==> config.mk <==
export PLATFORM = sky130hd
export DESIGN_NAME = id_ex_stage
export DESIGN_NICKNAME = d
export VERILOG_FILES = /design/src/rtl/id_ex_stage.sv
export SDC_FILE = /design/constraint.sdc
export NUM_CORES = 1
export LEC_CHECK = 0
export CAP_MARGIN = 20
export CELL_PAD_IN_SITES_DETAIL_PLACEMENT = 1
export CELL_PAD_IN_SITES_GLOBAL_PLACEMENT = 2
export CORE_ASPECT_RATIO = 1.75
export CORE_MARGIN = 2
export CORE_UTILIZATION = 19
export CTS_CLUSTER_DIAMETER = 120
export DETAILED_ROUTE_END_ITERATION = 8
export GPL_TIMING_DRIVEN = 1
export HOLD_SLACK_MARGIN = 0.05
export PLACE_DENSITY = 0.76
export SETUP_SLACK_MARGIN = 0.3
export SLEW_MARGIN = 0
export SYNTH_ARGS = -nofsm -noshare
export SYNTH_HDL_FRONTEND = slang
export SYNTH_SLANG_ARGS = --single-unit
export TNS_END_PERCENT = 30
==> constraint.sdc <==
create_clock -name clk -period 1.91 [get_ports clk]
set_clock_uncertainty 0.2 [all_clocks]
set_input_delay 0.2865 -clock clk [delete_from_list [all_inputs] [get_ports clk]]
set_output_delay 0.2865 -clock clk [all_outputs]
set_load 0.005 [all_outputs]
==> src/rtl/id_ex_stage.sv <==
// ID/EX pipeline register with hold, flush, bubble insertion and
// saturating stall/bubble performance counters.
module id_ex_stage #(
    parameter int unsigned DATA_WIDTH     = 32,
    parameter int unsigned REG_ADDR_WIDTH = 5,
    parameter int unsigned CTRL_WIDTH     = 12,
    parameter logic [CTRL_WIDTH-1:0] KILL_MASK = '1,
    parameter int unsigned CNT_WIDTH      = 16
) (
    input  logic                      clk,
    input  logic                      rst,
    input  logic                      stallE,
    input  logic                      flushE,
    input  logic                      validD,
    output logic                      readyD,
    input  logic [CTRL_WIDTH-1:0]     ctrlD,
    input  logic [DATA_WIDTH-1:0]     rd1D,
    input  logic [DATA_WIDTH-1:0]     rd2D,
    input  logic [DATA_WIDTH-1:0]     ImmExtD,
    input  logic [DATA_WIDTH-1:0]     pcD,
    input  logic [DATA_WIDTH-1:0]     PCPlus4D,
    input  logic [REG_ADDR_WIDTH-1:0] Rs1D,
    input  logic [REG_ADDR_WIDTH-1:0] Rs2D,
    input  logic [REG_ADDR_WIDTH-1:0] RdD,
    input  logic [2:0]                funct3D,
    output logic                      validE,
    output logic [CTRL_WIDTH-1:0]     ctrlE,
    output logic [DATA_WIDTH-1:0]     rd1E,
    output logic [DATA_WIDTH-1:0]     rd2E,
    output logic [DATA_WIDTH-1:0]     ImmExtE,
    output logic [DATA_WIDTH-1:0]     pcE,
    output logic [DATA_WIDTH-1:0]     PCPlus4E,
    output logic [REG_ADDR_WIDTH-1:0] Rs1E,
    output logic [REG_ADDR_WIDTH-1:0] Rs2E,
    output logic [REG_ADDR_WIDTH-1:0] RdE,
    output logic [2:0]                funct3E,
    output logic [CNT_WIDTH-1:0]      stall_cnt,
    output logic [CNT_WIDTH-1:0]      bubble_cnt
);

    logic                      valid_q,   valid_d;
    logic [CTRL_WIDTH-1:0]     ctrl_q,    ctrl_d;
    logic [DATA_WIDTH-1:0]     rd1_q,     rd1_d;
    logic [DATA_WIDTH-1:0]     rd2_q,     rd2_d;
    logic [DATA_WIDTH-1:0]     imm_q,     imm_d;
    logic [DATA_WIDTH-1:0]     pc_q,      pc_d;
    logic [DATA_WIDTH-1:0]     pc4_q,     pc4_d;
    logic [REG_ADDR_WIDTH-1:0] rs1_q,     rs1_d;
    logic [REG_ADDR_WIDTH-1:0] rs2_q,     rs2_d;
    logic [REG_ADDR_WIDTH-1:0] rd_q,      rd_d;
    logic [2:0]                f3_q,      f3_d;
    logic [CNT_WIDTH-1:0]      stall_q,   stall_d;
    logic [CNT_WIDTH-1:0]      bubble_q,  bubble_d;

    logic hold;

    // An empty stage never holds, so a stall over a bubble lets decode advance.
    assign hold   = stallE & valid_q & ~flushE;
    assign readyD = ~stallE | ~valid_q;

    // Next-state selection: flush > hold > load (reset applied in the register block).
    always_comb begin
        valid_d  = valid_q;
        ctrl_d   = ctrl_q;
        rd1_d    = rd1_q;
        rd2_d    = rd2_q;
        imm_d    = imm_q;
        pc_d     = pc_q;
        pc4_d    = pc4_q;
        rs1_d    = rs1_q;
        rs2_d    = rs2_q;
        rd_d     = rd_q;
        f3_d     = f3_q;
        stall_d  = stall_q;
        bubble_d = bubble_q;
        if (flushE) begin
            // Flush kills control only; data fields keep their old contents.
            valid_d = 1'b0;
            ctrl_d  = ctrl_q & ~KILL_MASK;
            if (bubble_q != '1) bubble_d = bubble_q + 1'b1;
        end else if (hold) begin
            if (stall_q != '1) stall_d = stall_q + 1'b1;
        end else begin
            valid_d = validD;
            ctrl_d  = validD ? ctrlD : (ctrlD & ~KILL_MASK);
            rd1_d   = rd1D;
            rd2_d   = rd2D;
            imm_d   = ImmExtD;
            pc_d    = pcD;
            pc4_d   = PCPlus4D;
            rs1_d   = Rs1D;
            rs2_d   = Rs2D;
            rd_d    = RdD;
            f3_d    = funct3D;
            if (!validD && bubble_q != '1) bubble_d = bubble_q + 1'b1;
        end
    end

    // Pipeline and counter registers with synchronous reset.
    always_ff @(posedge clk) begin
        if (rst) begin
            valid_q  <= 1'b0;
            ctrl_q   <= '0;
            rd1_q    <= '0;
            rd2_q    <= '0;
            imm_q    <= '0;
            pc_q     <= '0;
            pc4_q    <= '0;
            rs1_q    <= '0;
            rs2_q    <= '0;
            rd_q     <= '0;
            f3_q     <= '0;
            stall_q  <= '0;
            bubble_q <= '0;
        end else begin
            valid_q  <= valid_d;
            ctrl_q   <= ctrl_d;
            rd1_q    <= rd1_d;
            rd2_q    <= rd2_d;
            imm_q    <= imm_d;
            pc_q     <= pc_d;
            pc4_q    <= pc4_d;
            rs1_q    <= rs1_d;
            rs2_q    <= rs2_d;
            rd_q     <= rd_d;
            f3_q     <= f3_d;
            stall_q  <= stall_d;
            bubble_q <= bubble_d;
        end
    end

    assign validE     = valid_q;
    assign ctrlE      = ctrl_q;
    assign rd1E       = rd1_q;
    assign rd2E       = rd2_q;
    assign ImmExtE    = imm_q;
    assign pcE        = pc_q;
    assign PCPlus4E   = pc4_q;
    assign Rs1E       = rs1_q;
    assign Rs2E       = rs2_q;
    assign RdE        = rd_q;
    assign funct3E    = f3_q;
    assign stall_cnt  = stall_q;
    assign bubble_cnt = bubble_q;

endmodule

# Yosys cells after proc, flatten, opt, wreduce, memory -nomap -nowiden

Index checks and enable logic that the tools add are counted.

Shift-type cells: 0
Reductions and logical operators: 7
Order comparisons: 0
Muxes and demuxes: 5
Add/subtract/negate cells: 2
Divide/modulo/power cells: 0
Bitwise gates (word level): 7
Equal/unequal tests: 4
Multiply operators: 0

Operators with widths:

| operator                | number |
|---|---|
| $mux W16                | 4 |
| $add A16 B1 Y16 const B | 2 |
| $ne A16 B16 Y1 const B  | 2 |
| $mux W12                | 1 |
| $reduce_and A3 Y1       | 2 |
| $not A1 Y1              | 4 |
| $and A1 B1 Y1           | 2 |
| $ne A2 B1 Y1 const B    | 1 |
| $ne A2 B2 Y1 const B    | 1 |
| $reduce_and A2 Y1       | 1 |
| $reduce_bool A2 Y1      | 1 |
| $reduce_or A2 Y1        | 1 |
| $logic_and A1 B1 Y1     | 1 |
| $logic_not A1 Y1        | 1 |
| $or A1 B1 Y1            | 1 |

Bits in registers: 223
RAM bits: 0
Input bits: 195
Memories: 0
Bits in latches: 0
ROM bits: 0

# Depth between registers and ports, before layout

Gate-level depths: netlist (run 1).

Depth after elaboration: 5
Depth in mapped cells: 7
Depth with buffers taken out: 5

# Worst setup path after synthesis (run 1)

OpenSTA, ideal clock, no wires.

Kind: reg2reg
Start: register stall_q[0] (netlist: stall_cnt[0])
End: register stall_q[15] (netlist: stall_cnt[15])
Buffers on the path: 0
Required time: 1.587 ns
Cell stages (with the launch flop): 6
Arrival: 1.692 ns
Slack: -0.106 ns
Path through: dfxtp_1 ha_1 nand4_2 o41ai_4 nor4_1 mux2_1

Longest elaborated chain between the ends: 2

RTL lines:

| item                                                                    | RTL line | text |
|---|---|---|
| start: declaration                                                      | 52       | `logic [CNT_WIDTH-1:0] stall_q, stall_d;` |
| start signal: assignment                                                | 127      | `stall_q <= stall_d;` |
| parallel branches: the longest is 2 deep, another holds $add A16 B1 Y16 | --       |  |

Parallel ways; which one is timed is not known.
A chain may end at the register's enable or synchronous reset.

# Final worst setup path (run 1)

Start: register valid_q (netlist: validE)
End: register bubble_q[11] (netlist: bubble_cnt[11])

Longest elaborated chain between the ends: 4

RTL lines:

| item                               | RTL line | text |
|---|---|---|
| start: declaration                 | 41       | `logic valid_q, valid_d;` |
| start signal: assignment           | 116      | `valid_q <= valid_d;` |
| $and A1 B1 Y1 (2 in series)        | 58       | `assign hold = stallE & valid_q & ~flushE;` |
| $ne A2 B2 Y1 (no source line)      | --       |  |
| $reduce_and A3 Y1 (no source line) | --       |  |
| end signal: assignment             | 128      | `bubble_q <= bubble_d;` |
| end: declaration                   | 53       | `logic [CNT_WIDTH-1:0] bubble_q, bubble_d;` |

Every way passes these cells.

==> results of run 1 <==
## synthesized netlist by cell type (all sizes together)
| cell type | instances |
|---|---|
| and4 | 2 |
| or4 | 14 |
| o41ai | 3 |
| or2 | 6 |
| xor2 | 1 |
| o311ai | 2 |
| nand2 | 380 |
| ha | 2 |
| nand2b | 2 |
| or3 | 10 |
| clkbuf | 44 |
| mux2 | 2 |
| nor4 | 3 |
| mux2i | 1 |
| nand4 | 12 |
| nand3b | 1 |
| nand3 | 19 |
| nor3 | 1 |
| o22ai | 1 |
| inv | 2 |
| nor2 | 7 |
| and3 | 5 |
| buf | 30 |
| and3b | 1 |
| nor2b | 2 |
| o31ai | 14 |
| o21ai | 13 |
| a21oi | 218 |
| and2 | 1 |
| o211ai | 1 |
| dfxtp | 223 |
## flip-flops by register name, indices dropped and copies added (netlist names)
name,count
rd1E,32
ImmExtE,32
PCPlus4E,32
stall_cnt,16
RdE,5
ctrlE,12
validE,1
Rs1E,5
funct3E,3
rd2E,32
Rs2E,5
bubble_cnt,16
pcE,32
## cell type report
class / count / area, sq um
timing repair buffer: 573 / 5950
tap: 561 / 702
antenna: 2 / 5.00
inverter: 2 / 7.51
clock inverter: 12 / 194
sequential: 223 / 4570
clock buffer: 31 / 698
fill: 4861 / 25500
multi-input combinational: 724 / 4870
## worst max-delay path, cell delays in order (launching register included)
cell and delay, ps:
dfxtp_4 360, buf_6 110, a21oi_2 130, buf_6 140
o211ai_1 220, or4_1 530, a21oi_1 130
## per-layer routing
| layer | vias to the layer above | share of wire, % | GRT usage [%] |
|---|---|---|---|
| met5 | - | 0.039 | 0 |
| met4 | 2 | 2.6 | 5.06 |
| met3 | 64 | 6.2 | 3.93 |
| met2 | 317 | 56 | 30.6 |
| met1 | 4572 | 35 | 15.3 |
| li1 | 4492 | - | - |
## worst max path at each step
stage,start,end,cells past startpoint
2_1_floorplan,stall_cnt[13],stall_cnt[13],4
3_3_place_gp,stallE,stall_cnt[13],5
3_5_place_dp,stallE,stall_cnt[13],5
4_1_cts,validE,bubble_cnt[9],6
5_1_grt,bubble_cnt[10],bubble_cnt[9],6
6_report,validE,bubble_cnt[11],6
## through the flow
step                hold WS, ps  TNS (ps)  utilization [%]  power, uW  area (sq um)
CTS                       -37.8         0             34.4      12100         14600
global route              -9.97      -575             40.0      13100         17000
global placement            239    -28350             32.1       6740         13700
finish                    -19.7         0             40.0      12500         17000
detailed placement          246    -37570             32.1       6790         13700
floorplan                   222         0                -       5580          8250
## cell usage in the layout, fill, tap and decap left out, drive strengths merged, types with 5 or more instances in the layout
cell and instances:
bufinv 5, clkdlybuf4s50 193, buf 205, nor2 7, o21ai 13, or2 6
or3 10, nand2 380, or4 14, o31ai 14, nand4 12, a21oi 218
dlygate4sd2 133, clkinv 5, clkbuf 58, dfxtp 223, nand3 19, and3 5
clkdlybuf4s15 12
## repair_timing
| action | CTS | global route |
|---|---|---|
| gates cloned | 1 | 27 |
| pin swaps | 12 | 249 |
| buffers inserted | 25 | 16 |
| endpoints found under the setup margin | 329 | 382 |
| hold endpoints to repair | 37 | 30 |
| gates resized for setup | 581 | 435 |
## kinds of logic after synthesis
| family | after synthesis | synth area share [%] |
|---|---|---|
| XOR/XNOR | 1 | 0.107 |
| AND/OR/NAND/NOR | 466 | 24.1 |
| buffers and inverters | 76 | 4.09 |
| multiplexers | 3 | 0.398 |
| adder cells (fa/ha/maj) | 2 | 0.306 |
| flip-flops | 223 | 54.6 |
| AO/OA/AOI/OAI | 252 | 16.4 |
## power by group through the flow
| stage | logic, uW | clock network, uW | registers (uW) |
|---|---|---|---|
| final | 2090 | 5360 | 5060 |
| after global routing | 2240 | 5740 | 5080 |
| after CTS | 1560 | 5560 | 4990 |
| after detailed placement | 1680 | 0 | 5110 |
| after global placement | 1650 | 0 | 5100 |
| after floorplan | 462 | 0 | 5120 |
==> metrics.md, run 1 <==
| Metric | Value |
|---|---|
| Worst Setup Path Type | flip-flop to flip-flop |
| Antenna Nets Post-Route | 0 |
| CTS max path bufs | 3 |
| NetSw | 3210 uW |
| Sequential share of power | 40.4% |
| Reg-to-Reg Start | validE |
| Hpwl dp | 26,400 microns |
| GRT overflow | 0 |
| CP max FO | 7 |
| Post-layout min period | 1900 ps |
| Reg-to-reg endpoint | bubble_cnt[11] |
| Hold endpoint | pcE[20] |
| Crit end category | flip-flop |
| Arr. time, crit path | 2170 ps |
| Setup-failing EPs final | 0 |
| Via count | 9,447 |
| Yosys cell types | 40 |
| Pin count of the biggest net entering global routing | 52 |
| Peak VDD IR | 0.500 mV |
| Clock power share | 42.8% |
| Top cell type's share of synthesized area | 54.6% |
| R2R depth | 6 |
| Layout Nets | 1,745 |
| Synth warn | 0 |
| Share of cells above drive strength 1 | 39.9% |
| Worst-Skew Late Latency | 540 ps |
| Initial core utilization | 19.2% |
| Syn nets | 1,220 |
| Hold Crit Class | input pin to flip-flop |
| Number of synthesized register bits | 223 |
| GPL Wtd Cong | 0.763 |
| Pleak | 0.00755 uW |
| Status | finished with violations |
| Combinational fraction of design power | 16.7% |
| Relative slew slack | 65.5% |
| Vias in the first global route | 9,448 |
| Failing checks | negative hold slack |
| Number of I/O pins | 419 |
| First-pass GRT wire length | 54,800 microns |
| Cell Int Power | 9300 uW |
| Syn Area/Cell | 7.99 sq um |
| CTS root buffer | clkbuf_16 |
| TritonRoute pass-1 iters | 4 |
| Highest Clock Rate | 527 MHz |
| H-tree levels | 1 |
| Fraction of power spent switching nets | 25.7% |
| Fin cells | 2,128 |
| Slew @ Worst Pin | 518 ps |
| R2R setup slack | 10 ps |
| Netlist Area Pre-Place | 8170 sq um |
| Residual DRC | 0 |
| Area leader, netlist | dfxtp_1 |
| Area Growth Syn to Fin | 108% |
| Routed WL per cell | 19.4 microns |
| Mapped Cells | 1,023 |
| Hold Crit Start | rst |
| MaxCap Viol Count | 0 |
| PortBufs | 418 |
| Final Max Tran Viols | 0 |
| Worst Slack Setup Final | 11.4 ps |
| CTS Buf Count | 24 |
| Leading post-synthesis cells by cell area | dfxtp_1 (55%), nand2_1 (17%), a21oi_1 (13%) |
| Cts hold-fix bufs | 3 |
| Die area | 44,700 sq um |
| Post-Place Setup Slack | -372 ps |
| Die Ht | 278 microns |
| Pwr per Cell Area | 735 nW/um^2 |
| Clk slew on worst S/H paths | 60 ps |
| # rows | 100 |
| Crit path launch type | flip-flop |
| GRT Overall Usage | 15.4% |
| Crit share post-route | 99.4% |
| Via density per instance | 4.44 |
| Post-placement cell count | 2,011 |
| CP required | 2180 ps |
| Die X | 161 microns |
| Final hold vios | 7 |
| Seq/Total Area, Yosys | 54.6% |
| Hold depth | 2 |
| CTS tree | built |
| Core area | 42,500 sq um |
| Post-Route WL | 41,200 microns |
| RSZ-0062 raised after global routing | yes |
| Initial antenna violation count | 3 |
| Clock sink total | 223 |
| Hold slack | -19.7 ps |
| Drt first-iter violations | 344 |
Power figures use the tool's default switching activity.
==> inputs of run 2 (changes only) <==
Settings changed: CTS_CLUSTER_SIZE set to 28.
==> metrics.md, run 2 (same netlist as run 1, synthesis figures left out) <==
| Metric | Value |
|---|---|
| Status | finished with violations |
| Failing checks | negative setup slack |
| Die area | 44,700 sq um |
| Fillers | 4,887 |
| Final Max Tran Viols | 0 |
| Die X | 161 microns |
| Reg-to-reg endpoint | stall_cnt[11] |
| Worst Setup Path Type | flip-flop to flip-flop |
| Commonest non-fill, non-tap cell in the layout | nand2_1 |
| Setup TNS | -20.0 ps |
| Antenna Nets Post-Route | 0 |
| # rows | 100 |
| Initial core utilization | 19.2% |
| GRT Overall Usage | 15.3% |
| Area Growth Syn to Fin | 95.5% |
| Hold depth | 2 |
| Pleak | 0.00645 uW |
| Vias in the first global route | 9,401 |
| Via count | 9,243 |
| Pwr per Cell Area | 600 nW/um^2 |
| Cells along the critical path | buf_6 -> and3b_2 -> o41ai_4 -> buf_4 -> buf_6 -> or4_4 -> a21oi_2 |
| CTS max path bufs | 3 |
| MaxCap Viol Count | 0 |
| Number of I/O pins | 419 |
| Crit end category | flip-flop |
| Reg-to-Reg Start | validE |
| Post-Route WL | 38,400 microns |
| Post-layout min period | 1920 ps |
| Routed WL per cell | 18.3 microns |
| Initial antenna violation count | 3 |
| Final hold vios | 0 |
| Via density per instance | 4.40 |
| Share of cells above drive strength 1 | 37.0% |
| Clk slew on worst S/H paths | 120 ps |
| First-pass GRT wire length | 54,500 microns |
| CTS tree | built |
| Cell Area, Placed | 13,700 sq um |
| Hold slack | 55.4 ps |
| CTS root buffer | clkbuf_16 |
| R2R depth | 7 |
| Core area | 42,500 sq um |
| Tot Pwr | 9590 uW |
| Design Area, Final | 16,000 sq um |
| Slowest CP cell | or4_4 |
| Hpwl dp | 26,400 microns |
| Relative slew slack | 61.2% |
| TritonRoute pass-1 iters | 4 |
| Peak VDD IR | 0.454 mV |
| CTS Buf Count | 11 |
| CP required | 2140 ps |
| H-tree levels | 1 |
| Slew @ Worst Pin | 582 ps |
| Arr. time, crit path | 2160 ps |
| Drt first-iter violations | 298 |
| Highest Clock Rate | 520 MHz |
| Crit share post-route | 101% |
| Die Ht | 278 microns |
| Most frequent cells in the layout | nand2_1 (292), clkdlybuf4s50_1 (193), a21oi_1 (142) |
| Worst Slack Setup Final | -13.0 ps |
| Worst Setup EP | stall_cnt[11] |
| Residual DRC | 0 |
| Most used cell, CP | buf_6 |
| RSZ-0062 raised after global routing | yes |
| Max stage delay on crit path | 420 ps |
| PortBufs | 418 |
| R2R setup slack | -10 ps |
| CP max FO | 6 |
| Crit path launch type | flip-flop |
| GPL Wtd Cong | 0.763 |
| Setup-failing EPs final | 2 |
| GRT overflow | 0 |
| Clock sink total | 223 |
| Layout Nets | 1,734 |
| Hold Crit Class | input pin to flip-flop |
| Pin count of the biggest net entering global routing | 52 |
| Worst-Skew Late Latency | 500 ps |
| Crit path launch | validE |
## run 2: metrics by stage
stage	setup WS, ps	utilization [%]	cells
final	-13.0	37.5	2099
after global routing	-60.0	37.5	2099
after CTS	-1.30	35.2	2056
after detailed placement	-372	32.1	2011
after global placement	-328	32.1	2011
after floorplan	107	-	1023
## run 2: final cells by class
type	count	area (sq um)	area share, %
antenna	2	5.00	0.0313
clock buffer	12	279	1.75
inverter	2	7.51	0.0470
multi-input combinational	724	4370	27.4
sequential	223	4650	29.1
tap	561	702	4.39
timing repair buffer	575	5960	37.3
## run 2: power by group
group          switching, uW  internal [uW]  total [uW]  leakage [uW]
Combinational            841           1070        1910       0.00443
Clock                   1610           1060        2670      0.000137
Sequential               127           4880        5010       0.00188
## run 2: what timing repair did
item,4_1_cts,5_1_grt
pin swaps,123,66
resized for setup,794,148
gates cloned,0,14
endpoints found under the hold margin,29,0
buffers inserted,33,27
setup endpoints to repair,373,357
## run 2: worst min path at each step
stage | from | to | slack (ps)
5_1_grt | rst | stall_cnt[12] | 50
4_1_cts | rst | PCPlus4E[16] | 30
6_report | rst | PCPlus4E[8] | 60
3_3_place_gp | ctrlE[11] | ctrlE[11] | 240
3_5_place_dp | pcE[13] | pcE[13] | 250
2_1_floorplan | ImmExtD[0] | ImmExtE[0] | 220
## run 2: worst max-delay path, delay by kind of cell (launching register included)
| kind | cells | cell delay [ps] |
|---|---|---|
| compound gates | 2 | 220 |
| buf+inv | 3 | 410 |
| flops | 1 | 370 |
| simple gates | 2 | 650 |
## run 2: per-layer routing
metal	global-route usage [%]	part of all wire [%]
met2	30.5	56
met4	4.60	2.6
met3	3.44	6.0
met1	15.7	35
met5	0	0.042
==> inputs of run 3 (changes only) <==
Settings changed: SKIP_LAST_GASP set to 1.
==> metrics.md, run 3 (same netlist as run 1, synthesis figures left out) <==
| Metric | Value |
|---|---|
| Die area | 44,700 sq um |
| Fillers | 4,972 |
| Status | complete, no violations |
| Core area | 42,500 sq um |
| Clock sink total | 223 |
| Met2 wire length | 19,900 microns |
| Residual DRC | 0 |
| Tot Pwr | 9300 uW |
| GRT overflow | 0 |
| DR WL met3 | 2130 microns |
| CTS Buf Count | 11 |
| # rows | 100 |
| Final Max Tran Viols | 0 |
| Slowest CP cell | o41ai_4 |
| Setup TNS | 0 ps |
| Metal-1 WL | 13,000 microns |
| H-tree levels | 1 |
| Area Growth Syn to Fin | 83.1% |
| Worst-Skew Late Latency | 490 ps |
| Hold Crit Class | input pin to flip-flop |
| Cells along the critical path | ha_4 -> nand4_4 -> o41ai_4 -> nor4_1 -> mux2_1 |
| Pin count of the biggest net entering global routing | 52 |
| CTS max path bufs | 3 |
| Share of cells above drive strength 1 | 23.2% |
| GRT Overall Usage | 15.0% |
| Top sig layer | met5 |
| PortBufs | 418 |
| Commonest non-fill, non-tap cell in the layout | nand2_1 |
| MaxCap Viol Count | 0 |
| Setup-failing EPs final | 0 |
| RSZ-0062 raised after global routing | yes |
| Vias in the first global route | 9,361 |
| Relative slew slack | 61.2% |
| Pleak | 0.00708 uW |
| Initial core utilization | 19.2% |
| Final hold vios | 0 |
| Number of I/O pins | 419 |
| Via density per instance | 4.33 |
| Bufs and invs on worst path | 0 |
| GPL Wtd Cong | 0.763 |
| Clk slew on worst S/H paths | 120 ps |
| Arr. time, crit path | 2070 ps |
| Most frequent cells in the layout | nand2_1 (379), clkdlybuf4s50_1 (222), a21oi_1 (211) |
| Post-layout min period | 1890 ps |
| Post-Route WL | 35,800 microns |
| Hpwl dp | 26,400 microns |
| TritonRoute pass-1 iters | 4 |
| Drt first-iter violations | 282 |
| Layout Nets | 1,708 |
| Peak VDD IR | 0.454 mV |
| Max stage delay on crit path | 470 ps |
| CP required | 2090 ps |
| Pwr per Cell Area | 622 nW/um^2 |
| Slew @ Worst Pin | 580 ps |
| Initial antenna violation count | 3 |
| Highest Clock Rate | 530 MHz |
| First-pass GRT wire length | 53,400 microns |
| CTS root buffer | clkbuf_16 |
| Routed WL per cell | 17.3 microns |
| Worst Setup Path Type | flip-flop to flip-flop |
| Top cell family by delay on the critical path | compound AO/OA/AOI/OAI gates |
| Antenna Nets Post-Route | 0 |
| Crit share post-route | 98.7% |
| Cell Area, Placed | 13,700 sq um |
| Design Area, Final | 15,000 sq um |
| Die X | 161 microns |
| CTS tree | built |
| Crit path launch type | flip-flop |
| Via count | 8,969 |
| Die Ht | 278 microns |
| Crit end category | flip-flop |
| CP max FO | 4 |
[run 3: changes by cell type in the layout (fill, tap and decap cells not counted), moves of 43 or more]
cell and delta:
dlymetal6s2s_1 +95, nand2_1 +87, dlygate4sd2_1 -75, a21oi_1 +69, a21oi_2 -69, clkdlybuf4s15_1 -47, nand2_2 -43, nand2_4 -43
[run 3: path summary, 6_finish.rpt]
kind              cells past startpoint  slack [ps]            end          from
setup / recovery                      5          20  stall_cnt[13]  stall_cnt[0]
hold / removal                        2          20        rd1E[6]           rst
setup reg to reg                      5          20  stall_cnt[13]  stall_cnt[0]
hold reg to reg                       2         260     ImmExtE[8]    ImmExtE[8]
[run 3: layout make-up]
cell class	count	area [sq um]	area share [%]
diodes	2	5.00	0.0335
clock buffers	12	279	1.87
inverters	2	7.51	0.0502
multi-input cells	724	3550	23.8
flip-flops and latches	223	4630	30.9
well taps	561	702	4.69
repair buffers	549	5780	38.7
[run 3: what timing repair did]
item,in CTS,in global routing
hold endpoints to repair,31,8
cloned,0,1
setup endpoints to repair,373,402
pin swaps,10,12
resized for setup,401,176
buffers inserted,33,13
[run 3: metrics by stage]
step | hold slack [ps] | utilization, % | setup slack, ps | cells
floorplan | 222 | - | 107 | 1023
global placement | 239 | 32.1 | -328 | 2011
detailed placement | 246 | 32.1 | -372 | 2011
CTS | 14.5 | 34.0 | -1.30 | 2056
global route | 30.4 | 35.2 | -83.1 | 2073
finish | 16.7 | 35.2 | 24.1 | 2073
[run 3: layer usage]
| metal | track usage, % | vias to the layer above |
|---|---|---|
| met2 | 30.2 | 277 |
| met1 | 15.1 | 4275 |
| met3 | 3.41 | 36 |
| met5 | 0 | - |
| met4 | 4.26 | 2 |
| li1 | - | 4379 |
[run 3: power by group]
part,internal (uW),switching (uW),leakage [uW],total (uW)
Combinational,973,683,0.00507,1660
Sequential,4880,114,0.00188,4990
Clock,1060,1590,0.000137,2650
[run 3: worst reg2reg max path: cells and delay by family, from the launching register on]
kind | cells | cell delay [ps]
simple gates | 2 | 230
compound gates | 1 | 470
flops | 1 | 390
mux | 1 | 340
fa+ha+maj | 1 | 140
